--- config.mk ---
export PLATFORM = sky130hd
export DESIGN_NAME = ts_render_unit
export DESIGN_NICKNAME = d
export VERILOG_FILES = /design/src/rtl/ts_render_unit.sv
export SDC_FILE = /design/constraint.sdc
export NUM_CORES = 1
export LEC_CHECK = 0
export CAP_MARGIN = 20
export CORE_UTILIZATION = 40
export CTS_CLUSTER_SIZE = 14
export DETAILED_ROUTE_END_ITERATION = 6
export GPL_ROUTABILITY_DRIVEN = 0
export PLACE_DENSITY_LB_ADDON = 0.12
export SYNTH_ARGS = -nofsm -noshare
export SYNTH_HDL_FRONTEND = slang
export SYNTH_SLANG_ARGS = --single-unit
export TNS_END_PERCENT = 30
--- constraint.sdc ---
create_clock -name clk -period 3.4 [get_ports clk]
set_input_delay 0.51 -clock clk [delete_from_list [all_inputs] [get_ports clk]]
set_output_delay 0.51 -clock clk [all_outputs]
set_load 0.01 [all_outputs]
--- src/rtl/ts_render_unit.sv ---
// Tile/sprite renderer: fetches 4bpp graphics words and writes coloured pixels into the line buffer.
// Optional X clipping at PIX_LIMIT is built when TS_RENDER_CLIP_EN is defined.
module ts_render_unit #(
  parameter int PIX_LIMIT = 360
) (
  input  logic        clk,
  input  logic        rst,
  input  logic        tsr_go,
  input  logic [5:0]  tsr_addr,
  input  logic [8:0]  tsr_line,
  input  logic [7:0]  tsr_page,
  input  logic [8:0]  tsr_x,
  input  logic [2:0]  tsr_xs,
  input  logic        tsr_xf,
  input  logic [3:0]  tsr_pal,
  output logic        tsr_rdy,
  output logic [20:0] dram_addr,
  output logic        dram_req,
  input  logic        dram_next,
  input  logic [15:0] dram_rdata,
  output logic [8:0]  lb_addr,
  output logic [7:0]  lb_data,
  output logic        lb_we
);

  typedef enum logic {IDLE, RUN} state_t;
  state_t state;

  logic [7:0]  page_q;
  logic [8:0]  line_q;
  logic [5:0]  addr_q;
  logic [4:0]  words_q;
  logic [4:0]  wc;
  logic        xf_q;
  logic [3:0]  pal_q;
  logic [8:0]  x_cur;
  logic [15:0] hr;
  logic        hr_full;
  logic [15:0] sh;
  logic [2:0]  sh_cnt;

  logic [7:0]  page_sum;
  logic [6:0]  col;
  logic        load, emit, xfer, last, pix_ok;
  logic [3:0]  pix;

  assign page_sum  = page_q + {5'b0, line_q[8:6]};
  assign col       = {addr_q, 1'b0} + {2'b0, wc};
  assign dram_addr = {page_sum, line_q[5:0], col};
  assign dram_req  = (state == RUN) && (wc != words_q) && !hr_full;

  assign load = dram_req && dram_next;
  assign emit = (state == RUN) && (sh_cnt != 3'd0);
  // Refill the shifter while it emits its last nibble so words stream without bubbles.
  assign xfer = hr_full && (sh_cnt <= 3'd1);
  assign last = emit && (sh_cnt == 3'd1) && !hr_full && (wc == words_q);
  assign pix  = sh[15:12];

`ifdef TS_RENDER_CLIP_EN
  localparam logic [9:0] LIMIT = PIX_LIMIT[9:0];
  assign pix_ok = (pix != 4'd0) && ({1'b0, x_cur} < LIMIT);
`else
  assign pix_ok = (pix != 4'd0);
`endif

  always_ff @(posedge clk or posedge rst) begin
    if (rst) begin
      state   <= IDLE;
      tsr_rdy <= 1'b1;
      page_q  <= '0;
      line_q  <= '0;
      addr_q  <= '0;
      words_q <= '0;
      wc      <= '0;
      xf_q    <= 1'b0;
      pal_q   <= '0;
      x_cur   <= '0;
      hr      <= '0;
      hr_full <= 1'b0;
      sh      <= '0;
      sh_cnt  <= '0;
      lb_we   <= 1'b0;
      lb_addr <= '0;
      lb_data <= '0;
    end else begin
      lb_we <= 1'b0;
      case (state)
        IDLE: begin
          if (tsr_go && tsr_rdy) begin
            page_q  <= tsr_page;
            line_q  <= tsr_line;
            addr_q  <= tsr_addr;
            words_q <= {1'b0, tsr_xs, 1'b0} + 5'd2;
            xf_q    <= tsr_xf;
            pal_q   <= tsr_pal;
            x_cur   <= tsr_xf ? (tsr_x + {3'b0, tsr_xs, 3'b111}) : tsr_x;
            wc      <= '0;
            hr_full <= 1'b0;
            sh_cnt  <= '0;
            state   <= RUN;
            tsr_rdy <= 1'b0;
          end
        end
        RUN: begin
          if (load) begin
            hr      <= dram_rdata;
            hr_full <= 1'b1;
            wc      <= wc + 5'd1;
          end else if (xfer) begin
            hr_full <= 1'b0;
          end
          if (xfer) begin
            sh     <= hr;
            sh_cnt <= 3'd4;
          end else if (emit) begin
            sh     <= {sh[11:0], 4'h0};
            sh_cnt <= sh_cnt - 3'd1;
          end
          if (emit) begin
            lb_we   <= pix_ok;
            lb_addr <= x_cur;
            lb_data <= {pal_q, pix};
            x_cur   <= xf_q ? (x_cur - 9'd1) : (x_cur + 9'd1);
          end
          if (last) begin
            state   <= IDLE;
            tsr_rdy <= 1'b1;
          end
        end
        default: state <= IDLE;
      endcase
    end
  end

endmodule

==> impl_results.md <==
* Final min period at roughly 3.0 ns
* Max-cap viol count at 0
* DRT antenna net count at 0
* Post-synthesis cell count at 558
* DRC viols at 0
* Reg-to-reg endpoint: x_cur[6]$_DFFE_PP0P_
* Crit path kind: register to output pin
* Sequential power share at 49.5%
* Post-synthesis xor/xnor area fraction at 4.33%
* Critical path arrival at 2.52 ns
* Clock Path Buffers at 2
* Max-slew violation count at 0
* Simple-gate area share of the yosys netlist at 20.5%
* N_diodes at 0
* Clock root buffer: clkbuf_16
* Initial DRT Pass Iterations at 5
* Class of the worst hold path: input pin to asynchronous set/reset pin
* RSZ-0062 raised after global routing: no
* Hold Buf Count CTS at 0
* Post-synth ARST share at between 90% and 100%
* Reg2reg start: xf_q$_DFFE_PP0P_
* DRT iter0 DRCs at about 240
* Number of port buffers at 100
* Sw frac at 23.1%
* Maximum fanout along the worst path at 7
* R2R cell count at 7
* Fmax at about 330 MHz
* Dominant synthesized flop cell: dfrtp_1
* CTS tree: yes
* Synthesized area at 5260 um^2
* Mux cell area share after synthesis at 4.19%
* P_int at 1.91 mW
* Max IR drop VDD at roughly 0.28 mV
* Layout cell share with drive strength beyond 1 at between 7 and 8%
* Dpl hpwl at about 8 mm
* Synth-to-Final Area Change at 27.4%
* Top Ports at 101
* Synth Area in Compound Gates at about an eighth
* Max_slew headroom at between 30% and 40%
* CTS Buf Count at 9
* Fillcell total at roughly 1200
* Avg Cell Area, Syn at 9.42 um^2
* Die Y at between 100 and 150 um
* Post-CTS Setup Bufs at 0
* Die width at around 120 um
* Synth warn at 0
* Die Area at around 14000 um^2
* First-pass GRT wire length at between 15 and 20 mm
* Vias in the first global route at between 4000 and 5000
* Largest net degree at the start of global routing at 90
* Power Density at about 370 nW/um^2
* Element type at the critical path end: output pin
* Post-Route WL at between 10 and 15 mm
* Synth unique cells at 54
* Clock skew at ~0.0064 ns
* Post-CTS sizing at 0
* Reg-to-reg setup timing slack at 0.85 ns
* Startpoint Class: register
* Synth Register Bits at around 100
* Hold Fails Final Rpt at 0
* Skew-Pair Late Insertion Delay at roughly 0.35 ns
* Placed cell areas at 6380 um^2
* Final #Nets at 733
* Mean number of vias per cell at 5.00
* Antenna violations before repair at 0
* Post-synthesis adder-cell area fraction at 6.62%
* Status: completed
* Number of synthesized flops with an enable pin at 0
* Tcrit/Tclk final at 89.0%
* DR vias at 4124
* Main combinational cell family by area after synthesis: simple AND/OR/NAND/NOR gates
* Rows at between 40 and 50
* Slew @ Worst Pin at 0.974 ns
* Clock power share at a little over two fifths
* Initial Util at about two fifths
* CP Data Required Time at between 2 and 3 ns
* Overall Global Routing Usage at 18.2%
* Leakage power at ~3.1 nW
* Comb power frac at around 6.8%
* Syn_nets at approximately 640
* GRT overflow at 0
* Clk slew on worst S/H paths at ~0.070 ns
* Routed wire per std cell at around 14 um
* Seq/Total Area, Yosys at 48.6%
* Switching power at between 0.5 and 0.6 mW
* Core ar. at ~13000 um^2
* Post-route cell area at around 6700 um^2
* CTS H-Tree Depth at 3
* Final setup fails at 0
* Setup TNS Final at 0 ns
* Clk sinks at ~100
-- cells in the final DEF (no fill, tap or decap), types with 4 or more instances in the layout --
cell type,Yosys,routed
xor2_1,9,9
mux2_2,14,14
o21ai_0,18,18
clkbuf_16,0,9
nand2_1,177,177
nor3_1,5,5
nand3_1,10,10
nand2b_1,4,4
nor2_1,32,32
ha_1,23,23
inv_1,12,11
a32o_1,4,4
xnor2_1,17,17
a21o_1,9,9
nor4_1,4,4
mux2i_1,4,4
nor2b_1,7,7
clkdlybuf4s50_1,0,100
buf_4,8,7
a21oi_1,14,14
dfrtp_1,101,101
a31oi_1,14,14
-- per-stage QoR --
stage	power (mW)	std cells	worst slack (ns)	hold WS, ns	util [%]
6_report	2.49	824	0.375	0.417	52.6
5_1_grt	2.59	824	0.199	0.428	52.6
4_1_cts	2.53	824	0.362	0.410	52.6
3_5_place_dp	1.43	808	0.749	0.451	50.2
3_3_place_gp	1.42	808	0.777	0.448	50.2
2_1_floorplan	1.33	558	0.216	0.439	-
-- power by group through the flow --
stage          clock network, mW  logic (mW)  registers, mW
2_1_floorplan                  0      0.0760           1.25
3_3_place_gp                   0       0.169           1.26
3_5_place_dp                   0       0.172           1.26
4_1_cts                     1.12       0.173           1.23
5_1_grt                     1.17       0.187           1.23
6_report                    1.09       0.170           1.23
-- per-layer routing --
layer	global-route usage [%]	up-vias	share of wire (%)	wire (um)
met5	0	-	0	0
met1	24.2	1978	47	5420
met4	5.57	0	1.2	142
met2	28.6	75	48	5500
li1	-	2059	-	-
met3	5.24	12	4.0	462
-- state kept, by name, indices dropped and copies added (netlist names), 5 cells and up --
signal and flops:
line_q 9, lb_addr 9, lb_data 8, wc 5, addr_q 6, page_q 8, hr 16, x_cur 9
sh 16
-- worst max-delay path, stage by stage (launching register included) --
cell	delay [ns]
dfrtp_1	0.48
ha_1	0.31
a21o_1	0.17
a21oi_1	0.22
nor2b_1	0.07
o21ai_0	0.21
xnor2_1	0.15
clkdlybuf4s50_1	0.55
-- synth_stat cells, types with 2 or more instances --
| master | n | share of area (%) |
|---|---|---|
| nand2_1 | 177 | 13 |
| dfrtp_1 | 101 | 48 |
| nor2_1 | 32 | 2.3 |
| ha_1 | 23 | 5.5 |
| o21ai_0 | 18 | 1.7 |
| xnor2_1 | 17 | 2.8 |
| a21oi_1 | 14 | 1.3 |
| a31oi_1 | 14 | 1.7 |
| mux2_2 | 14 | 3.0 |
| inv_1 | 12 | 0.86 |
| clkbuf_1 | 10 | 0.71 |
| nand3_1 | 10 | 0.95 |
| a21o_1 | 9 | 1.3 |
| xor2_1 | 9 | 1.5 |
| buf_4 | 8 | 1.1 |
| nor2b_1 | 7 | 0.83 |
| buf_2 | 6 | 0.57 |
| nor3_1 | 5 | 0.48 |
| a32o_1 | 4 | 0.76 |
| buf_1 | 4 | 0.29 |
| mux2i_1 | 4 | 0.76 |
| nand2b_1 | 4 | 0.48 |
| nor4_1 | 4 | 0.48 |
| a211oi_1 | 3 | 0.43 |
| a31o_2 | 3 | 0.50 |
| fa_1 | 3 | 1.1 |
| nand3b_1 | 3 | 0.43 |
| nand4_1 | 3 | 0.36 |
| o21a_1 | 3 | 0.43 |
| a311oi_1 | 2 | 0.33 |
| and3_1 | 2 | 0.24 |
| buf_6 | 2 | 0.43 |
| mux2_1 | 2 | 0.43 |
| nor3b_1 | 2 | 0.29 |
| o2111ai_1 | 2 | 0.33 |
| o211ai_1 | 2 | 0.29 |
| o31ai_1 | 2 | 0.29 |
| o32ai_1 | 2 | 0.33 |
-- worst max path at each step --
stage,from,to,slack (ns)
finish,wc[2]$_DFFE_PP0P_,dram_addr[6],0.37
global route,wc[2]$_DFFE_PP0P_,dram_addr[6],0.20
detailed placement,wc[2]$_DFFE_PP0P_,dram_addr[6],0.75
CTS,wc[2]$_DFFE_PP0P_,dram_addr[6],0.36
global placement,wc[2]$_DFFE_PP0P_,dram_addr[6],0.78
floorplan,rst,addr_q[0]$_DFFE_PP0P_,0.22
-- layout make-up --
type                    count  area [um^2]  area share [%]
inverters                  12         47.5           0.710
repair buffers            108         1070            16.0
clock buffers               9          225            3.36
clock inverters             7         86.3            1.29
multi-input cells         414         2490            37.2
flip-flops and latches    102         2550            38.1
well taps                 172          215            3.21
-- kinds of logic after synthesis --
logic type                 count (synthesis)
AOI/OAI and AO/OA                         87
xor gates and xnor gates                  26
adders and majority gates                 26
buffers and inverters                     42
DFF                                      102
muxes                                     20
and+or+nand+nor                          255
No activity file was read; power rests on OpenSTA's default activity.
